<file path="src/rtl/fu_seq_pkg.sv">
// rtl/fu_seq_pkg.sv - shared widths and FSM state type for the FU sequencer
package fu_seq_pkg;
  localparam int DATA_W = 32;
  localparam int CTRL_W = 6;
  localparam int STAT_W = 6;

  typedef enum logic [1:0] {
    IDLE = 2'd0,
    EXEC = 2'd1,
    RESP = 2'd2
  } state_t;
endpackage

</file>
<file path="src/rtl/fu_seq_arb.sv">
// rtl/fu_seq_arb.sv - two-way grant logic; ties go to the requester named by ptr
module fu_seq_arb
  import fu_seq_pkg::*;
(
  input  logic [1:0] valid,
  input  logic       ptr,
  input  logic       accept,
  output logic [1:0] grant,
  output logic       grant_id
);

  always_comb begin
    grant_id = (valid[0] & valid[1]) ? ptr : valid[1];
    grant    = 2'b00;
    if (accept) begin
      grant = grant_id ? {valid[1], 1'b0} : {1'b0, valid[0]};
    end
  end

endmodule

</file>
<file path="src/rtl/fu_sequencer.sv">
// rtl/fu_sequencer.sv - sequences two requesters onto one external functional unit
// FU_SEQ_RR_EN selects round-robin tie breaking; otherwise requester 0 always wins ties.
module fu_sequencer
  import fu_seq_pkg::*;
(
  input  logic              clk,
  input  logic              rst_n,
  input  logic              req0_valid,
  output logic              req0_ready,
  input  logic [DATA_W-1:0] req0_a,
  input  logic [DATA_W-1:0] req0_b,
  input  logic [CTRL_W-1:0] req0_ctrl,
  input  logic              req1_valid,
  output logic              req1_ready,
  input  logic [DATA_W-1:0] req1_a,
  input  logic [DATA_W-1:0] req1_b,
  input  logic [CTRL_W-1:0] req1_ctrl,
  output logic [DATA_W-1:0] fu_a,
  output logic [DATA_W-1:0] fu_b,
  output logic [CTRL_W-1:0] fu_ctrl,
  input  logic [DATA_W-1:0] fu_f,
  input  logic [STAT_W-1:0] fu_status,
  output logic              resp_valid,
  input  logic              resp_ready,
  output logic              resp_id,
  output logic [DATA_W-1:0] resp_f,
  output logic [STAT_W-1:0] resp_status,
  output logic              busy
);

  state_t     state, state_next;
  logic [1:0] grant;
  logic       grant_id;
  logic       accept;
  logic       rr_ptr;
  logic       take;

  // Gating on rst_n keeps both readies low while reset is held.
  assign accept = (state == IDLE) && rst_n;
  assign take   = |grant;

  fu_seq_arb u_arb (
    .valid    ({req1_valid, req0_valid}),
    .ptr      (rr_ptr),
    .accept   (accept),
    .grant    (grant),
    .grant_id (grant_id)
  );

  assign req0_ready = grant[0];
  assign req1_ready = grant[1];
  assign resp_valid = (state == RESP);
  assign busy       = (state != IDLE);

`ifdef FU_SEQ_RR_EN
  // Holds the id that wins the next tie, i.e. the one not granted last.
  always_ff @(posedge clk or negedge rst_n) begin
    if (!rst_n) begin
      rr_ptr <= 1'b0;
    end else if (take) begin
      rr_ptr <= ~grant_id;
    end
  end
`else
  assign rr_ptr = 1'b0;
`endif

  always_ff @(posedge clk or negedge rst_n) begin
    if (!rst_n) begin
      state <= IDLE;
    end else begin
      state <= state_next;
    end
  end

  always_comb begin
    state_next = state;
    case (state)
      IDLE:    if (take) state_next = EXEC;
      EXEC:    state_next = RESP;
      RESP:    if (resp_ready) state_next = IDLE;
      default: state_next = IDLE;
    endcase
  end

  always_ff @(posedge clk or negedge rst_n) begin
    if (!rst_n) begin
      fu_a        <= '0;
      fu_b        <= '0;
      fu_ctrl     <= '0;
      resp_id     <= 1'b0;
      resp_f      <= '0;
      resp_status <= '0;
    end else begin
      if (take) begin
        fu_a    <= grant_id ? req1_a    : req0_a;
        fu_b    <= grant_id ? req1_b    : req0_b;
        fu_ctrl <= grant_id ? req1_ctrl : req0_ctrl;
        resp_id <= grant_id;
      end
      if (state == EXEC) begin
        resp_f      <= fu_f;
        resp_status <= fu_status;
      end
    end
  end

endmodule

</file>
<file path="config.mk">
export PLATFORM = sky130hd
export DESIGN_NAME = fu_sequencer
export DESIGN_NICKNAME = d
export VERILOG_FILES = /design/src/rtl/fu_seq_pkg.sv /design/src/rtl/fu_seq_arb.sv /design/src/rtl/fu_sequencer.sv
export SDC_FILE = /design/constraint.sdc
export NUM_CORES = 1
export LEC_CHECK = 0
export CORE_MARGIN = 10
export CORE_UTILIZATION = 35
export DETAILED_ROUTE_END_ITERATION = 10
export PLACE_DENSITY = 0.77
export REMOVE_ABC_BUFFERS = 1
export SLEW_MARGIN = 20
export SYNTH_ARGS = -nofsm -noshare
export SYNTH_HDL_FRONTEND = slang
export SYNTH_HIERARCHICAL = 1
export SYNTH_SLANG_ARGS = --single-unit
</file>
<file path="constraint.sdc">
create_clock -name clk -period 1.53 [get_ports clk]
set_input_delay 0.153 -clock clk [delete_from_list [all_inputs] [get_ports clk]]
set_output_delay 0.153 -clock clk [all_outputs]
set_load 0.01 [all_outputs]
</file>
==> reports/results.tsv, run 1 <==
metric	value	unit
outcome	complete, but fails checks	
failing checks	negative hold slack, negative setup slack	
CP endpoint kind	flip-flop	
via count	4532	
combinational fraction of design power	0.525	
max-slew violations	0	
First DRT Iteration DRCs	159	
VDD IR max	0.000698	V
CP arrival	1980	ps
switch share	0.339	
critical path peak fanout	5	
layout overhead on the synthesized area	72.5	%
antenna cells	0	
number of global-route vias before repair	5128	
commonest non-fill, non-tap cells in the layout	clkdlybuf4s50_1, dfrtp_1, mux2i_1, nor3_1, a21oi_2	
root buffer cell	clkbuf_16	
Worst EP required	1760	ps
fin nets	913	
CP Launch Type	flip-flop	
GRT Residual Overflow	0	
GP Congestion	0.768	
Crit Path Class	reg2reg	
Final period util	1.14	
Power per Cell Area	1720	nW/µm²
static leakage	3.74	nW
DP Wirelength	15200	µm
Routed WL	19300	µm
setup_tns	-11920	ps
Avg Inst Size Synth	12.9	µm²
Die H	143	µm
commonest non-fill, non-tap cell in the layout	clkdlybuf4s50_1	
Die W	143	µm
pin count of the biggest net entering global routing	71	
Pint	10.4	mW
synthesized area	5310	µm²
HP Class	in2async	
multi-input logic area	2260	µm²
utilization after layout	0.623	
Ys Warns	6	
worst hold slack	-125	ps
fmax	571	MHz
top cell type's share of synthesized area	0.523	
Clock Sinks	111	
Max H-tree Level	3	
Worst-Margin Slew	907	ps
antenna-violating nets left	0	
Max-slew headroom	0.395	
Synth area leaders	dfrtp_1, mux2i_1, a21oi_2	
drt drc	0	
standard-cell row count	44	
cell taking the most area after synthesis	dfrtp_1	
proportion of layout cells with a drive suffix above 1	0.214	
1st-pass router iterations	4	
part of the power in the clock network	0.143	
sequential power share	0.332	
Clk pin slew, worst setup/hold paths	70	ps
filler cell count in the final layout	1132	
Syn Inst Count	412	
Reg area	2780	µm²
sequential share of the synthesized area	0.523	
initial core utilization	0.361	
CTS tree	built	
CTS Buffer Depth	2	
num ports	296	
max-cap violations	0	
Skew-Pair Late Insertion Delay	350	ps
Placeable Area	14700	µm²
Final Skew	7.80	ps
Seq cells post-synth	111	
Die ar.	20500	µm²
WL/cell	21.0	µm
Final min period	1750	ps
total global-route track usage	0.183	
Final WS setup	-222	ps
TritonCTS Buffers	9	
final setup fails	74	
RSZ-0062 raised after global routing	yes	
first-pass GRT wire length	28900	µm
PortBufs	295	
P_sw	5.36	mW
final hold violation count	41	
post-synth cell types	23	
antenna violations before repair	0	
vias per cell	4.94	
## metrics by stage
stage	cells	power [mW]	worst slack, ps	instance area, µm²
floorplan	377	8.38	-3480	5010
global placement	890	13.0	-389	8580
detailed placement	890	13.2	-365	8580
CTS	917	16.0	-237	9110
global route	918	16.8	-295	9160
finish	918	15.8	-222	9160
## synthesized netlist by cell type
cell type,n
nand2b_1,2
and3_1,1
nor3_1,70
o21ai_1,1
nor2_1,3
buf_2,13
inv_1,2
dfrtp_1,111
a21oi_1,1
mux2i_1,70
buf_12,8
nand2_1,1
mux2_1,29
conb_1,1
and2_1,1
buf_6,3
a21oi_2,70
or2_4,1
mux2_2,1
nand2b_4,1
or2_2,1
mux2_4,9
clkbuf_1,12
## critical path, stage by stage (launching register included)
cell,delay (ps)
dfrtp_1,380
or2_4,270
nor2_4,110
nand2_2,80
a21oi_4,140
buf_6,110
or2_4,130
buf_12,110
buf_12,110
clkbuf_16,140
a21oi_2,50
## power groups by stage
stage | Sequential, mW | Combinational [mW] | Clock (mW)
floorplan | 5.90 | 2.48 | 0
global placement | 5.19 | 7.83 | 0
detailed placement | 5.29 | 7.96 | 0
CTS | 5.26 | 8.38 | 2.35
global route | 5.42 | 8.89 | 2.46
finish | 5.25 | 8.29 | 2.26
## worst paths after layout
kind | cells after the start | slack [ps] | endpoint | startpoint
max in group asynchronous | 3 | 360 | fu_ctrl[1] | rst_n
max reg2reg | 10 | -220 | fu_a[27] | state[1]
min reg2reg | 1 | 490 | resp_f[4] | resp_f[4]
min | 2 | -130 | resp_f[20] | rst_n
max | 10 | -220 | fu_a[27] | state[1]
min in group clk | 2 | 400 | resp_f[17] | fu_f[17]
## area by class of cell
class,count,area share
clock buffers,13,0.0295
clock inverters,2,0.00164
inverters,2,0.000820
multi-input cells,264,0.247
flip-flops and latches,111,0.303
well taps,184,0.0251
repair buffers,342,0.392
## flip-flops by register name, summed over array words and instances (netlist names)
register,cells
fu_ctrl,6
resp_f,32
resp_status,6
fu_b,32
state,2
fu_a,32
resp_id,1
## cell families after synthesis
logic type,after synthesis,share of synthesized area
muxes,109,0.221
and+or+nand+nor,81,0.0790
DFF,111,0.523
AOI/OAI and AO/OA,72,0.117
other,1,0.000706
buffers and inverters,38,0.0587
## routing by layer
layer	routed length (µm)	share of wire	global-route usage	up-vias
met5	0	0	0	-
li1	-	-	-	2109
met4	235	0.012	0.0505	0
met1	7180	0.37	0.190	2178
met3	2480	0.13	0.101	19
met2	9350	0.49	0.313	226
## repair_timing
item / CTS / global route
setup endpoints to repair: 76 / 75
endpoints found under the hold margin: 41 / 41
cloned: 2 / 2
buffers inserted: 10 / 1
pin swaps: 3 / 2
gates resized for setup: 41 / 7
(Power assumes the default switching activity.)
==> run 2, diff against run 1 <==
--- a/config.mk
+++ b/config.mk
@@ -5,10 +5,11 @@
 export SDC_FILE = /design/constraint.sdc
 export NUM_CORES = 1
 export LEC_CHECK = 0
+export CAP_MARGIN = 10
 export CORE_MARGIN = 10
-export CORE_UTILIZATION = 35
+export CORE_UTILIZATION = 42
 export DETAILED_ROUTE_END_ITERATION = 10
-export PLACE_DENSITY = 0.77
+export PLACE_DENSITY = 0.87
 export REMOVE_ABC_BUFFERS = 1
 export SLEW_MARGIN = 20
 export SYNTH_ARGS = -nofsm -noshare
==> constraint.sdc (replaced) <==
create_clock -name clk -period 2.3 [get_ports clk]
set_input_delay 0.575 -clock clk [delete_from_list [all_inputs] [get_ports clk]]
set_output_delay 0.575 -clock clk [all_outputs]
set_load 0.01 [all_outputs]
==> run 2 against run 1 <==
Against the previous run:
- register-to-register slack better by 360 ps
- non-clock buffer count is 27 lower
- highest routed layer unchanged
- flip-flop and latch count stayed put
- die area is 14% lower
- largest cell class unchanged
- worst hold slack better by 500 ps
- setup slack better by 270 ps
- the run now ends clean
- via count is 1.9% lower
- clock skew is 0.60 ps higher
- critical endpoint is now req0_ready
- critical path type is now reg2out
==> reports/results.tsv, run 2 (synthesis gave the netlist of run 1 again) <==
metric	value	unit
Crit Path Class	reg2out	
final hold violation count	0	
worst hold slack	371	ps
proportion of layout cells with a drive suffix above 1	0.177	
VDD IR max	0.000525	V
Final Skew	8.40	ps
TritonCTS Buffers	9	
Routed WL	18800	µm
setup_tns	0	ps
Clock Sinks	111	
Reg area	2780	µm²
Placeable Area	12500	µm²
Skew-Pair Late Insertion Delay	340	ps
max-cap violations	0	
final setup fails	0	
fmax	444	MHz
number of global-route vias before repair	4879	
Die W	132	µm
stages on the worst setup path	5	
worst-case reg-to-reg path depth	8	
pin count of the biggest net entering global routing	73	
Non-Filler Instances	880	
Post-CTS Hold Buffers	0	
Die H	132	µm
antenna violations before repair	0	
max-slew violations	0	
CP max stage cell	dfrtp_1	
critical path peak fanout	2	
CP peak stage delay	390	ps
fin area	8700	µm²
Top Family by Delay on Critical Path	simple AND/OR/NAND/NOR gates	
root buffer cell	clkbuf_16	
Final min period	2250	ps
fin nets	886	
GP Congestion	0.824	
utilization after layout	0.695	
CP Launch Type	flip-flop	
drt drc	0	
total global-route track usage	0.206	
First DRT Iteration DRCs	159	
CP endpoint kind	primary output	
setup repair bufs after CTS	0	
Final period util	0.980	
biggest registers after layout	fu_a (32), fu_b (32), resp_f (32)	
Max H-tree Level	3	
RSZ-0062 raised after global routing	no	
layout overhead on the synthesized area	63.8	%
Power per Cell Area	1180	nW/µm²
placed cell count	864	
commonest non-fill, non-tap cell in the layout	clkdlybuf4s50_1	
DP Wirelength	15300	µm
Clk pin slew, worst setup/hold paths	70	ps
PortBufs	295	
multi-input logic area	2240	µm²
outcome	complete, no violations	
Tot Pwr	10.2	mW
CP arrival	1680	ps
DP Worst Slack	-402	ps
HP Class	in2async	
Worst EP required	1730	ps
antenna cells	0	
Final WS setup	46.1	ps
GRT Residual Overflow	0	
Worst-Margin Slew	765	ps
num ports	296	
placed instance area	8380	µm²
CTS Buffer Depth	2	
crit-path cells	or2_2 -> nor2_1 -> nand2_1 -> a21oi_4 -> clkbuf_4	
static leakage	3.53	nW
Buf/Inv on CP	1	
1st-pass router iterations	4	
vias per cell	5.05	
Die ar.	17500	µm²
Max-slew headroom	0.490	
WL/cell	21.4	µm
filler cell count in the final layout	909	
antenna-violating nets left	0	
standard-cell row count	41	
first-pass GRT wire length	28600	µm
CTS tree	built	
via count	4445	
commonest non-fill, non-tap cells in the layout	clkdlybuf4s50_1, dfrtp_1, mux2i_1, nor3_1, a21oi_2	
initial core utilization	0.424	
## run 2: path summary, 6_finish.rpt
check	slack, ps	from	to
worst max-delay path	50	state[1]	req0_ready
worst min-delay path	370	rst_n	fu_a[16]
worst max register to register	140	state[1]	fu_b[3]
max in group asynchronous	730	rst_n	resp_f[0]
worst min register to register	490	resp_f[14]	resp_f[14]
min in group clk	490	resp_f[14]	resp_f[14]
## run 2: power by group
group,total [mW],internal (mW),leakage (nW),switching [mW]
Combinational,5.15,2.87,2.14,2.28
Clock,1.59,0.879,0.145,0.711
Sequential,3.51,2.94,1.24,0.572
## run 2: what timing repair did
action / in CTS / in global routing
gates resized for setup: 12 / 4
setup endpoints to repair: 73 / 47
cloned: 0 / 0
hold endpoints to repair: 0 / 0
## run 2: layout make-up
type | count | share of cell area
repair buffers | 315 | 0.362
clock buffers | 10 | 0.0275
clock inverters | 6 | 0.00777
well taps | 172 | 0.0247
multi-input cells | 264 | 0.257
inverters | 2 | 0.000863
flip-flops and latches | 111 | 0.319
## run 2: metal layers
metal  global-route usage  vias to the layer above  routed length [µm]
li1                     -                     2060                   -
met1                0.228                     2171                7420
met2                0.368                      195                9590
met3               0.0742                       19                1600
met4               0.0471                        0                 228
met5                    0                        -                   0
